--- config.mk ---
export PLATFORM = sky130hd
export DESIGN_NAME = regfile_write_arbiter
export DESIGN_NICKNAME = d
export VERILOG_FILES = /design/src/rtl/cpu_pkg.sv /design/src/rtl/rr_arbiter.sv /design/src/rtl/regfile_write_arbiter.sv
export SDC_FILE = /design/constraint.sdc
export NUM_CORES = 1
export LEC_CHECK = 0
export CORE_MARGIN = 2
export CORE_UTILIZATION = 30
export CTS_BUF_LIST = sky130_fd_sc_hd__clkbuf_2 sky130_fd_sc_hd__clkbuf_4 sky130_fd_sc_hd__clkbuf_8
export CTS_CLUSTER_SIZE = 20
export DETAILED_ROUTE_END_ITERATION = 8
export MAX_ROUTING_LAYER = met4
export SLEW_MARGIN = 25
export SYNTH_ARGS = -nofsm -noshare
export SYNTH_HDL_FRONTEND = slang
export SYNTH_SLANG_ARGS = --single-unit
--- constraint.sdc ---
create_clock -name clk -period 5 [get_ports clk]
set_input_delay 1.5 -clock clk [delete_from_list [all_inputs] [get_ports clk]]
set_output_delay 1.5 -clock clk [all_outputs]
set_load 0.01 [all_outputs]
--- src/rtl/cpu_pkg.sv ---
// Shared CPU definitions: register file geometry and the writeback request record
// used by the writeback stages and the register-file write arbiter.
package cpu_pkg;

    localparam int REG_ADDR_W = 5;
    localparam int REG_DATA_W = 32;
    localparam int NUM_REGS   = 32;
    localparam logic [REG_ADDR_W-1:0] ZERO_REG = 5'd0;

    typedef struct packed {
        logic [REG_ADDR_W-1:0] reg_idx;
        logic [REG_DATA_W-1:0] data;
    } wb_req_t;

    // r0 is hardwired to zero, so writes aimed at it must never reach the array
    function automatic logic is_zero_reg(input logic [REG_ADDR_W-1:0] idx);
        return (idx == ZERO_REG);
    endfunction

endpackage

--- src/rtl/rr_arbiter.sv ---
// Combinational round-robin picker: first requester at or above ptr (mod N) wins.
// grant is one-hot and gated by enable; winner/found describe the pick regardless.
module rr_arbiter #(
    parameter int N = 2,
    localparam int PW = (N > 1) ? $clog2(N) : 1
) (
    input  logic [N-1:0]  req,
    input  logic [PW-1:0] ptr,
    input  logic          enable,
    output logic [N-1:0]  grant,
    output logic [PW-1:0] winner,
    output logic          found
);

    int idx_s;

    // Scan upward from ptr with wrap and keep the first valid requester
    always_comb begin
        grant  = '0;
        winner = '0;
        found  = 1'b0;
        idx_s  = 0;
        for (int k = 0; k < N; k++) begin
            idx_s = int'(ptr) + k;
            idx_s = (idx_s >= N) ? (idx_s - N) : idx_s;
            if (!found && req[idx_s]) begin
                found  = 1'b1;
                winner = PW'(idx_s);
            end else begin
                found  = found;
                winner = winner;
            end
        end
        if (found && enable) begin
            grant[winner] = 1'b1;
        end else begin
            grant = '0;
        end
    end

endmodule

--- src/rtl/regfile_write_arbiter.sv ---
// Round-robin sharing of the register file's single write port between NUM_REQ
// writeback requesters, with one registered output stage and a pending-write mask.
module regfile_write_arbiter
    import cpu_pkg::*;
#(
    parameter int NUM_REQ    = 2,
    parameter int DATA_WIDTH = REG_DATA_W,
    parameter int ADDR_WIDTH = REG_ADDR_W
) (
    input  logic                             clk,
    input  logic                             reset,
    input  logic                             hold,
    input  logic [NUM_REQ-1:0]               req_valid,
    input  logic [NUM_REQ*ADDR_WIDTH-1:0]    req_reg,
    input  logic [NUM_REQ*DATA_WIDTH-1:0]    req_data,
    output logic [NUM_REQ-1:0]               req_ready,
    output logic [ADDR_WIDTH-1:0]            write_reg,
    output logic                             write_enable,
    output logic [DATA_WIDTH-1:0]            write_data,
    output logic [(2**ADDR_WIDTH)-1:0]       pending_mask
);

    localparam int PW   = (NUM_REQ > 1) ? $clog2(NUM_REQ) : 1;
    localparam int NREG = 2**ADDR_WIDTH;

    logic [PW-1:0]         rr_ptr_r;
    logic [PW-1:0]         winner_s;
    logic [NUM_REQ-1:0]    grant_s;
    logic                  found_s;
    logic                  grant_en_s;
    logic                  accept_s;
    wb_req_t               sel_s;
    logic [NREG-1:0]       pending_s;
    logic                  we_r;
    logic [ADDR_WIDTH-1:0] wr_reg_r;
    logic [DATA_WIDTH-1:0] wr_data_r;

    // Grants are suppressed during a stall and while reset is asserted
    assign grant_en_s = ~hold & reset;

    rr_arbiter #(.N(NUM_REQ)) u_rr_arbiter (
        .req    (req_valid),
        .ptr    (rr_ptr_r),
        .enable (grant_en_s),
        .grant  (grant_s),
        .winner (winner_s),
        .found  (found_s)
    );

    assign req_ready = grant_s;
    assign accept_s  = found_s & (|(grant_s & req_valid));

    // Route the winning requester's destination and data toward the output stage
    always_comb begin
        sel_s = '0;
        for (int i = 0; i < NUM_REQ; i++) begin
            if (winner_s == PW'(i)) begin
                sel_s.reg_idx = req_reg[i*ADDR_WIDTH +: ADDR_WIDTH];
                sel_s.data    = req_data[i*DATA_WIDTH +: DATA_WIDTH];
            end else begin
                sel_s = sel_s;
            end
        end
    end

    // Destinations requested now or sitting in the output stage; r0 never pends
    always_comb begin
        pending_s = '0;
        for (int i = 0; i < NUM_REQ; i++) begin
            if (req_valid[i]) begin
                pending_s[req_reg[i*ADDR_WIDTH +: ADDR_WIDTH]] = 1'b1;
            end else begin
                pending_s = pending_s;
            end
        end
        if (we_r) begin
            pending_s[wr_reg_r] = 1'b1;
        end else begin
            pending_s = pending_s;
        end
        pending_s[0] = 1'b0;
    end

    assign pending_mask = pending_s;

    // Output stage and round-robin pointer; accepted r0 writes load with enable low
    always_ff @(posedge clk or negedge reset) begin
        if (!reset) begin
            we_r      <= 1'b0;
            wr_reg_r  <= '0;
            wr_data_r <= '0;
            rr_ptr_r  <= '0;
        end else if (accept_s) begin
            we_r      <= ~is_zero_reg(sel_s.reg_idx);
            wr_reg_r  <= sel_s.reg_idx;
            wr_data_r <= sel_s.data;
            rr_ptr_r  <= (winner_s == PW'(NUM_REQ-1)) ? '0 : (winner_s + PW'(1));
        end else begin
            we_r      <= 1'b0;
            wr_reg_r  <= wr_reg_r;
            wr_data_r <= wr_data_r;
            rr_ptr_r  <= rr_ptr_r;
        end
    end

    assign write_enable = we_r;
    assign write_reg    = wr_reg_r;
    assign write_data   = wr_data_r;

endmodule

==> impl_metrics.sql, run 1 <==
INSERT INTO impl_metrics (metric_group, metric, value, unit) VALUES
('clock_tree', 'post_cts_resized', '0', ''),
('clock_tree', 'numCtsBuffers', '5', ''),
('routing', 'drt_drc_violations_left', '0', ''),
('sta', 'timing.final.crit_period', '4.89', 'ns'),
('synthesis', 'ys_top_cells_by_area', 'sky130_fd_sc_hd__dfrtp_1 35%, sky130_fd_sc_hd__nand2_1 8.1%, sky130_fd_sc_hd__a31oi_1 8.0%', ''),
('sta', 'slew_violations', '0', ''),
('layout', 'max_ffs_per_register', '32', ''),
('clock_tree', 'cts_max_path_buffers', '2', ''),
('synthesis', 'synthesis.yosys.warnings', '0', ''),
('floorplanning', 'num_io_pins', '151', ''),
('sta', 'rsz0062_at_grt', 'false', ''),
('layout', 'nets', '583', ''),
('placement', 'dp_worst_setup_slack', '0.135', 'ns'),
('synthesis', 'synth-seq-cells', '39', ''),
('layout', 'antenna_cells', '0', ''),
('hold_path', 'worstHoldStart', 'rr_ptr_r$_DFFE_PN0P_', ''),
('layout', 'post_route_cells_drive_above_1_share', '0.0557', ''),
('clock_tree', 'post_cts.repair.setup_buffers', '0', ''),
('layout', 'area_of_the_multi_input_gates', '1640', 'um^2'),
('clock_tree', 'clk_latency', '0.29', 'ns'),
('routing', 'detailed_router_iteration_count_before_antenna_repair', '5', ''),
('critical_path', 'setup.worst_path.class', 'in -> out', ''),
('critical_path', 'startpoint_type', 'input pin', ''),
('global_routing', 'grt_remaining_overflow', '0', ''),
('pwr', 'comb_power_share', '0.409', ''),
('critical_path', 'critPathTopFamily', 'buffers and inverters', ''),
('hold_path', 'worstHoldPathCells', '2', ''),
('synthesis', 'synthTopCellsByCount', '61 x sky130_fd_sc_hd__nand2_1, 39 x sky130_fd_sc_hd__dfrtp_1, 37 x sky130_fd_sc_hd__a21oi_1, 36 x sky130_fd_sc_hd__a31oi_1, 36 x sky130_fd_sc_hd__nand3_1', ''),
('pwr', 'p_int', '693', 'uW'),
('hold_path', 'whs_endpoint', 'rr_ptr_r$_DFFE_PN0P_', ''),
('synthesis', 'synth_sequential_area_ratio', '0.346', ''),
('pwr', 'power-per-cell-area', '236', 'nW/um^2'),
('sta', 'maxClockFrequency', '0.205', 'GHz'),
('critical_path', 'regToRegSetupSlack', '3.13', 'ns'),
('critical_path', 'buffers_and_inverters_on_the_worst_path', '2', ''),
('global_routing', 'grt_start_max_net_pins', '40', ''),
('routing', 'detail_route.wirelength', '11.3', 'mm'),
('critical_path', 'cp_data_required_time', '3.50', 'ns'),
('critical_path', 'critical-path-top-cell-by-count', 'sky130_fd_sc_hd__clkdlybuf4s50_1', ''),
('critical_path', 'max_stage_delay', '0.63', 'ns'),
('synthesis', 'synthDistinctLibCells', '33', ''),
('routing', 'detailroute.via_count', '3500', ''),
('sta', 'timing.setup.tns', '0', 'ns'),
('synthesis', 'yosys.area.top_type', 'sky130_fd_sc_hd__dfrtp_1', ''),
('synthesis', 'postSynth.asyncResetShare', '1.00', ''),
('floorplanning', 'chipWidth', '101', 'um'),
('floorplanning', 'floorplan.initialDensity', '0.307', ''),
('synthesis', 'summed_instance_area_of_the_synthesized_netlist', '2820', 'um^2'),
('clock_tree', 'cts_hold_repair.buffers', '0', ''),
('critical_path', 'critical_path_at', '3.39', 'ns'),
('routing', 'initialDrtViolationCount', '178', ''),
('clock_tree', 'clk_transition_reported_paths', '0.07', 'ns'),
('clock_tree', 'tritoncts', 'built', ''),
('synthesis', 'synthDominantCellAreaShare', '0.346', ''),
('synthesis', 'mappedNetlistNets', '451', ''),
('synthesis', 'ys.flop_type', 'sky130_fd_sc_hd__dfrtp_1', ''),
('floorplanning', 'rows', '35', ''),
('routing', 'antenna_viol_nets_final', '0', ''),
('clock_tree', 'clkSinkCount', '39', ''),
('sta', 'worst_hold_check_slack', '0.554', 'ns'),
('job', 'max-cap-violations', '0', ''),
('pwr', 'vdd_drop_max', '0.133', 'mV'),
('clock_tree', 'cts.root.buffer_cell', 'sky130_fd_sc_hd__clkbuf_8', ''),
('synthesis', 'post_synth.cell_area_avg', '7.58', 'um^2'),
('synthesis', 'yosys.cell_count.top_type', 'sky130_fd_sc_hd__nand2_1', ''),
('pwr', 'netSwitchingFraction', '0.340', ''),
('pwr', 'pwr-share-seq', '0.398', ''),
('run_status', 'outcome', 'complete, no violations', ''),
('placement', 'dpl.hpwl', '7.83', 'mm'),
('sta', 'timing.slew.headroom', '0.417', ''),
('layout', 'area_growth', '57.9', '%');
worst reg2reg max path, cell delays in order (launching register included):
cell and delay, ns:
sky130_fd_sc_hd__dfrtp_1 0.38, sky130_fd_sc_hd__nand2b_1 0.70, sky130_fd_sc_hd__buf_4 0.40, sky130_fd_sc_hd__nand3_1 0.13
sky130_fd_sc_hd__a31oi_1 0.20
layer usage:
| metal | vias to the layer above | share of wire | global-route usage |
|---|---|---|---|
| met4 | 0 | 0.014 | 0.0613 |
| met2 | 171 | 0.46 | 0.352 |
| met5 | - | 0 | - |
| met3 | 16 | 0.092 | 0.0548 |
| met1 | 1682 | 0.44 | 0.288 |
| li1 | 1631 | - | - |
worst max path at each step:
stage	start	cells past startpoint	to	slack [ns]
detailed placement	req_reg[4]	5	pending_mask[19]	0.14
CTS	req_reg[4]	5	pending_mask[19]	0.12
floorplan	req_valid[1]	5	pending_mask[27]	1.16
global placement	req_reg[6]	5	pending_mask[22]	0.17
finish	req_reg[4]	5	pending_mask[19]	0.11
global route	req_reg[4]	5	pending_mask[18]	0.0009
cell usage in the layout, fill, tap and decap left out, types with 3 or more instances in the layout:
master / n
sky130_fd_sc_hd__nand2_1: 61
sky130_fd_sc_hd__a31oi_1: 36
sky130_fd_sc_hd__nor3b_1: 9
sky130_fd_sc_hd__clkbuf_8: 5
sky130_fd_sc_hd__and3_1: 6
sky130_fd_sc_hd__nor3_1: 4
sky130_fd_sc_hd__clkdlybuf4s50_1: 147
sky130_fd_sc_hd__and3b_1: 15
sky130_fd_sc_hd__a22oi_1: 29
sky130_fd_sc_hd__buf_4: 14
sky130_fd_sc_hd__nand3_1: 36
sky130_fd_sc_hd__dfrtp_1: 39
sky130_fd_sc_hd__a21oi_1: 37
sky130_fd_sc_hd__o21ai_0: 34
sky130_fd_sc_hd__nor2_1: 4
sky130_fd_sc_hd__nor3b_2: 3
sky130_fd_sc_hd__inv_1: 3
stage by stage:
step / power, mW / cells
finish: 1.05 / 614
detailed placement: 0.852 / 608
global route: 1.12 / 614
floorplan: 0.598 / 372
CTS: 1.06 / 614
global placement: 0.852 / 608
final cells by class:
type | instances | area share
flip-flops and latches | 39 | 0.219
clock buffers | 5 | 0.0155
multi-input cells | 290 | 0.368
clock inverters | 1 | 0.00169
well taps | 111 | 0.0312
repair buffers | 164 | 0.361
inverters | 4 | 0.00337
power by group through the flow:
stage	clock [mW]	combinational, mW	sequential (mW)
floorplan	0	0.158	0.440
global placement	0	0.431	0.420
detailed placement	0	0.430	0.422
CTS	0.209	0.431	0.418
global route	0.222	0.466	0.427
finish	0.203	0.430	0.418
logic make-up (layout without fill, tap and decap cells):
logic type / Yosys count / in the layout / synth area share
other: 1 / 1 / 0.00133
flip-flops: 39 / 39 / 0.346
buffers and inverters: 43 / 174 / 0.0772
AND/OR/NAND/NOR: 145 / 145 / 0.269
AO/OA/AOI/OAI: 144 / 144 / 0.307
(Power assumes the default switching activity.)
==> run 2, diff against run 1 <==
- CORE_MARGIN: 2 -> 8
==> run 2 against run 1 <==
Net effect: clock skew up 0.0010 ns; largest power group unchanged; via count down 0.37%; utilization up 0.87 points; critical path type unchanged; combinational power up 1%; sequential power about the same.
==> impl_metrics.sql, run 2 (synthesis results as in run 1) <==
INSERT INTO impl_metrics (metric_group, metric, value, unit) VALUES
('run_status', 'outcome', 'complete, no violations', ''),
('floorplanning', 'chipWidth', '113', 'um'),
('routing', 'drt_drc_violations_left', '0', ''),
('routing', 'wl_per_cell', '20.2', 'um'),
('layout', 'final.fill_count', '930', ''),
('floorplanning', 'core-area', '9200', 'um^2'),
('global_routing', 'antenna_found_initial', '1', ''),
('hold_path', 'worst_hold_path_type', 'reg -> reg', ''),
('placement', 'dpl.hpwl', '8.89', 'mm'),
('global_routing', 'global_route.usage.total', '0.193', ''),
('layout', 'nets', '586', ''),
('critical_path', 'number_of_cells_on_the_worst_reg_to_reg_path', '4', ''),
('sta', 'setup_violations', '0', ''),
('critical_path', 'regToRegSetupSlack', '3.51', 'ns'),
('routing', 'post_drt_via_cell_ratio', '5.62', ''),
('clock_tree', 'tritoncts', 'built', ''),
('pwr', 'power', '1.14', 'mW'),
('global_routing', 'grt_start_max_net_pins', '39', ''),
('global_routing', 'grt_remaining_overflow', '0', ''),
('routing', 'antenna_viol_nets_final', '0', ''),
('critical_path', 'critical-path-top-cell-by-count', 'sky130_fd_sc_hd__clkdlybuf4s50_1', ''),
('critical_path', 'slowest_cell_on_the_critical_path', 'sky130_fd_sc_hd__clkdlybuf4s50_1', ''),
('critical_path', 'crit_path_cell_trace', 'clkdlybuf4s50_1 > and3_1 > a22oi_1 > nand2_1 > clkdlybuf4s50_1', ''),
('sta', 'ratio_of_final_minimum_period_to_clock_period', '0.977', ''),
('placement', 'detailed_place.area', '4400', 'um^2'),
('layout', 'max_ffs_per_register', '32', ''),
('sta', 'timing.slew.headroom', '0.529', ''),
('clock_tree', 'cts_max_path_buffers', '2', ''),
('sta', 'maxClockFrequency', '0.205', 'GHz'),
('critical_path', 'worst_r2r_endpoint', 'write_reg[0]$_DFFE_PN0P_', ''),
('clock_tree', 'numCtsBuffers', '5', ''),
('clock_tree', 'clk_transition_reported_paths', '0.09', 'ns'),
('pwr', 'total_leakage_power', '1.86', 'nW'),
('clock_tree', 'clk_latency', '0.30', 'ns'),
('placement', 'numPortBuffers', '149', ''),
('floorplanning', 'die_h', '113', 'um'),
('routing', 'detailed_router_iteration_count_before_antenna_repair', '5', ''),
('hold_path', 'worstHoldPathCells', '2', ''),
('floorplanning', 'rows', '35', ''),
('layout', 'mostFrequentLayoutCell', 'sky130_fd_sc_hd__clkdlybuf4s50_1', ''),
('sta', 'rsz0062_at_grt', 'false', ''),
('job', 'max-cap-violations', '0', ''),
('routing', 'detail_route.wirelength', '12.5', 'mm'),
('floorplanning', 'die_area', '12800', 'um^2'),
('sta', 'tightest_slew', '0.706', 'ns'),
('critical_path', 'max_stage_delay', '0.59', 'ns'),
('pwr', 'vdd_drop_max', '0.135', 'mV'),
('global_routing', 'grt_first_pass_wirelength', '19.4', 'mm'),
('critical_path', 'setup.worst_path.class', 'in -> out', ''),
('critical_path', 'cp_data_required_time', '3.50', 'ns'),
('routing', 'detailroute.via_count', '3487', ''),
('critical_path', 'critical_path.max_fanout', '8', ''),
('layout', 'post_route_cells_drive_above_1_share', '0.0669', ''),
('hold_path', 'whs_endpoint', 'write_data[5]$_DFFE_PN0P_', ''),
('floorplanning', 'num_io_pins', '151', ''),
('critical_path', 'startpoint_type', 'input pin', ''),
('layout', 'finish.utilization', '0.493', ''),
('clock_tree', 'cts.root.buffer_cell', 'sky130_fd_sc_hd__clkbuf_8', ''),
('sta', 'timing.setup.tns', '0', 'ns'),
('hold_path', 'worstHoldStart', 'write_data[5]$_DFFE_PN0P_', ''),
('placement', 'finalWeightedCongestion', '0.865', ''),
('clock_tree', 'post_cts.repair.setup_buffers', '0', ''),
('floorplanning', 'floorplan.initialDensity', '0.307', ''),
('pwr', 'power-per-cell-area', '252', 'nW/um^2'),
('layout', 'area_growth', '60.7', '%'),
('layout', 'most-common-layout-cells', '148 x sky130_fd_sc_hd__clkdlybuf4s50_1, 61 x sky130_fd_sc_hd__nand2_1, 39 x sky130_fd_sc_hd__dfrtp_1', ''),
('critical_path', 'timing.rr.start', 'rr_ptr_r$_DFFE_PN0P_', ''),
('layout', 'fin_area', '4530', 'um^2'),
('sta', 'timing.final.crit_period', '4.89', 'ns'),
('sta', 'hold_viol_final', '0', ''),
('sta', 'clock_skew', '0.0133', 'ns'),
('global_routing', 'first_global_vias', '3531', ''),
('clock_tree', 'clkSinkCount', '39', ''),
('critical_path', 'critical_path_at', '3.39', 'ns'),
('critical_path', 'crit_path_end_kind', 'primary output', ''),
('clock_tree', 'cts-htree-levels', '2', ''),
('routing', 'initialDrtViolationCount', '268', ''),
('sta', 'slew_violations', '0', '');
==> run 2: worst max-delay path: cells and delay by family <==
family                 cells  cell delay (ns)
AOI/OAI and AO/OA          1             0.16
and+or+nand+nor            2             0.57
buffers and inverters      2             1.16
==> run 2: layout make-up <==
class	instances	area (um^2)	area share
Clock inverter	2	38.8	0.00856
Clock buffer	6	82.6	0.0182
Inverter	4	15.0	0.00331
Antenna cell	1	2.50	0.000552
Tap cell	111	139	0.0306
Timing Repair Buffer	167	1630	0.361
Sequential cell	39	976	0.215
Multi-Input combinational cell	290	1640	0.363
==> run 2: worst max-delay path by stage <==
stage | slack [ns] | end | cells after the start | start
3_5_place_dp | 0.1 | pending_mask[6] | 5 | req_reg[7]
4_1_cts | 0.09 | pending_mask[6] | 5 | req_reg[7]
2_1_floorplan | 1.16 | pending_mask[27] | 5 | req_valid[1]
6_report | 0.11 | pending_mask[19] | 5 | req_valid[0]
3_3_place_gp | 0.1 | pending_mask[15] | 5 | req_valid[0]
5_1_grt | 0.03 | pending_mask[27] | 5 | req_valid[0]
==> run 2: timing repair <==
action	CTS	global route
endpoints found under the hold margin	0	0
gates resized for setup	0	2
setup endpoints to repair	0	5
hold buffers	0	0
==> run 2: metrics by stage <==
step | cells | hold slack, ns | setup slack [ns]
after floorplan | 372 | 0.512 | 1.16
after global placement | 611 | 0.526 | 0.0998
after detailed placement | 611 | 0.537 | 0.0976
after CTS | 619 | 0.558 | 0.0886
after global routing | 620 | 0.581 | 0.0343
final | 620 | 0.555 | 0.114
==> run 2: per-layer routing <==
| metal | share of wire | track usage | vias up |
|---|---|---|---|
| li1 | - | - | 1644 |
| met1 | 0.43 | 0.233 | 1630 |
| met2 | 0.45 | 0.293 | 197 |
| met3 | 0.11 | 0.0703 | 16 |
| met4 | 0.015 | 0.0657 | 0 |
| met5 | 0 | - | - |
==> run 2: where the power goes <==
group | switching (mW) | total [mW] | leakage [nW] | internal (mW)
registers | 0.0479 | 0.419 | 0.436 | 0.371
logic | 0.204 | 0.435 | 1.36 | 0.231
clock network | 0.122 | 0.286 | 0.0618 | 0.164
total | 0.374 | 1.14 | 1.86 | 0.766
==> run 3, diff against run 2 <==
- CTS_BUF_LIST: sky130_fd_sc_hd__clkbuf_2 sky130_fd_sc_hd__clkbuf_4 sky130_fd_sc_hd__clkbuf_8 -> sky130_fd_sc_hd__clkbuf_2
- clock period: 5 -> 5.5 ns (I/O delays scaled with it)
==> run 3 against run 2 <==
Net effect: worst hold slack improved by 0.0041 ns; register-to-register slack improved by 0.14 ns; routed wire length rose by 1.6%; final cell count fell by 0.32%; combinational power fell by 9.0%; power fell by 20%; clock skew rose by 0.035 ns; flip-flop and latch count did not move; critical path depth did not move; clock power fell by 51%.
==> impl_metrics.sql, run 3 (synthesis results as in run 1) <==
INSERT INTO impl_metrics (metric_group, metric, value, unit) VALUES
('critical_path', 'regToRegSetupSlack', '3.65', 'ns'),
('routing', 'drt_drc_violations_left', '0', ''),
('global_routing', 'grt_remaining_overflow', '0', ''),
('critical_path', 'startpoint_type', 'input pin', ''),
('sta', 'timing.final.crit_period', '5.25', 'ns'),
('critical_path', 'worst_setup_path_endpoint', 'pending_mask[17]', ''),
('pwr', 'power-per-cell-area', '207', 'nW/um^2'),
('clock_tree', 'cts_hold_repair.buffers', '0', ''),
('floorplanning', 'chipWidth', '113', 'um'),
('layout', 'final.fill_count', '943', ''),
('run_status', 'outcome', 'complete, no violations', ''),
('sta', 'slew_violations', '0', ''),
('clock_tree', 'clk_latency', '0.41', 'ns'),
('routing', 'detail_route.wirelength', '12.7', 'mm'),
('floorplanning', 'die_h', '113', 'um'),
('pwr', 'power', '917', 'uW'),
('routing', 'post_drt_via_cell_ratio', '5.63', ''),
('sta', 'rsz0062_at_grt', 'false', ''),
('routing', 'initialDrtViolationCount', '200', ''),
('layout', 'nets', '584', ''),
('critical_path', 'setup.worst_path.class', 'in -> out', ''),
('sta', 'worst_hold_check_slack', '0.559', 'ns'),
('routing', 'antenna_viol_nets_final', '0', ''),
('sta', 'final.setup.worst_slack', '0.250', 'ns'),
('global_routing', 'grt_first_pass_wirelength', '19.8', 'mm'),
('hold_path', 'worst_hold_path_type', 'reg -> reg', ''),
('layout', 'area_growth', '56.8', '%'),
('routing', 'wl_per_cell', '20.5', 'um'),
('sta', 'ratio_of_final_minimum_period_to_clock_period', '0.954', ''),
('critical_path', 'worst_r2r_endpoint', 'write_reg[0]$_DFFE_PN0P_', ''),
('global_routing', 'global_route.usage.total', '0.198', ''),
('floorplanning', 'num_io_pins', '151', ''),
('placement', 'finalWeightedCongestion', '0.860', ''),
('clock_tree', 'cts_max_path_buffers', '2', ''),
('layout', 'mostFrequentLayoutCell', 'sky130_fd_sc_hd__clkdlybuf4s50_1', ''),
('critical_path', 'crit_path_end_kind', 'primary output', ''),
('clock_tree', 'cts-htree-levels', '2', ''),
('clock_tree', 'numCtsBuffers', '5', ''),
('critical_path', 'critical_path.max_fanout', '8', ''),
('clock_tree', 'post_cts.repair.setup_buffers', '0', ''),
('global_routing', 'grt_start_max_net_pins', '38', ''),
('critical_path', 'critical_path_at', '3.60', 'ns'),
('clock_tree', 'post_cts_resized', '0', ''),
('pwr', 'total_leakage_power', '1.80', 'nW'),
('floorplanning', 'core-area', '9200', 'um^2'),
('placement', 'numPortBuffers', '149', ''),
('layout', 'max_ffs_per_register', '32', ''),
('sta', 'setup_violations', '0', ''),
('sta', 'timing.setup.tns', '0', 'ns'),
('pwr', 'vdd_drop_max', '0.106', 'mV'),
('global_routing', 'antenna_found_initial', '1', ''),
('critical_path', 'crit_start', 'req_valid[0]', ''),
('layout', 'post_route_cells_drive_above_1_share', '0.0593', ''),
('clock_tree', 'cts.root.buffer_cell', 'sky130_fd_sc_hd__clkbuf_2', ''),
('critical_path', 'timing.rr.start', 'rr_ptr_r$_DFFE_PN0P_', ''),
('floorplanning', 'floorplan.initialDensity', '0.307', ''),
('sta', 'maxClockFrequency', '0.190', 'GHz'),
('critical_path', 'number_of_cells_on_the_worst_reg_to_reg_path', '4', ''),
('clock_tree', 'clkSinkCount', '39', ''),
('sta', 'clock_skew', '0.0479', 'ns'),
('critical_path', 'cp_data_required_time', '3.85', 'ns'),
('global_routing', 'first_global_vias', '3607', ''),
('floorplanning', 'rows', '35', ''),
('sta', 'tightest_slew', '0.662', 'ns'),
('routing', 'detailroute.via_count', '3481', ''),
('floorplanning', 'die_area', '12800', 'um^2'),
('clock_tree', 'clk_transition_reported_paths', '0.20', 'ns'),
('sta', 'timing.slew.headroom', '0.557', ''),
('layout', 'finish.utilization', '0.481', ''),
('placement', 'dp_worst_setup_slack', '0.237', 'ns'),
('sta', 'hold_viol_final', '0', ''),
('layout', 'most-common-layout-cells', '148 x sky130_fd_sc_hd__clkdlybuf4s50_1, 61 x sky130_fd_sc_hd__nand2_1, 39 x sky130_fd_sc_hd__dfrtp_1', ''),
('job', 'max-cap-violations', '0', ''),
('placement', 'dpl.hpwl', '9.17', 'mm'),
('clock_tree', 'tritoncts', 'built', ''),
('routing', 'detailed_router_iteration_count_before_antenna_repair', '5', '');
## run 3: changes by cell type in the layout (fill, tap and decap cells not counted)
cell                         delta
sky130_fd_sc_hd__nor3b_2        -2
sky130_fd_sc_hd__bufinv_16      -1
sky130_fd_sc_hd__clkinvlp_4     +2
sky130_fd_sc_hd__buf_12         -1
sky130_fd_sc_hd__buf_4          -1
sky130_fd_sc_hd__clkbuf_2       +5
sky130_fd_sc_hd__nor3b_1        +2
sky130_fd_sc_hd__clkbuf_8       -6
## run 3: per-stage QoR
| stage | instance area [um^2] | std cells |
|---|---|---|
| floorplan | 2820 | 372 |
| CTS | 4420 | 617 |
| detailed placement | 4370 | 609 |
| global placement | 4370 | 609 |
| finish | 4420 | 618 |
| global route | 4420 | 618 |
## run 3: worst min-delay path by stage
stage / from / to / slack [ns] / depth (start not counted)
after floorplan: rr_ptr_r$_DFFE_PN0P_ / rr_ptr_r$_DFFE_PN0P_ / 0.51 / 2
after global placement: write_data[23]$_DFFE_PN0P_ / write_data[23]$_DFFE_PN0P_ / 0.53 / 2
after detailed placement: rr_ptr_r$_DFFE_PN0P_ / rr_ptr_r$_DFFE_PN0P_ / 0.53 / 2
after CTS: rr_ptr_r$_DFFE_PN0P_ / rr_ptr_r$_DFFE_PN0P_ / 0.56 / 2
after global routing: rr_ptr_r$_DFFE_PN0P_ / rr_ptr_r$_DFFE_PN0P_ / 0.58 / 2
final: rr_ptr_r$_DFFE_PN0P_ / rr_ptr_r$_DFFE_PN0P_ / 0.56 / 2
## run 3: routing by layer
metal / vias up / global-route usage / part of all wire
met3: 19 / 0.0618 / 0.094
met1: 1635 / 0.248 / 0.44
li1: 1642 / - / -
met4: 0 / 0.0702 / 0.024
met2: 185 / 0.297 / 0.44
met5: - / - / 0
## run 3: where the power goes
part | leakage, nW | switching (mW) | internal, mW
Combinational | 1.34 | 0.188 | 0.208
Sequential | 0.436 | 0.0425 | 0.337
Clock | 0.0256 | 0.109 | 0.0326
Total | 1.80 | 0.339 | 0.578
## run 3: critical path, stage by stage
cell                              delay, ns
sky130_fd_sc_hd__clkdlybuf4s50_1       0.61
sky130_fd_sc_hd__and3b_1               0.48
sky130_fd_sc_hd__a22oi_1               0.18
sky130_fd_sc_hd__nand2_1               0.12
sky130_fd_sc_hd__clkdlybuf4s50_1       0.56
## run 3: final cells by class
type / instances / area (um^2) / area share
Sequential cell: 39 / 976 / 0.221
Inverter: 4 / 15.0 / 0.00340
Timing Repair Buffer: 165 / 1610 / 0.363
Clock inverter: 3 / 23.8 / 0.00538
Clock buffer: 5 / 25.0 / 0.00566
Antenna cell: 1 / 2.50 / 0.000566
Tap cell: 111 / 139 / 0.0314
Multi-Input combinational cell: 290 / 1630 / 0.370
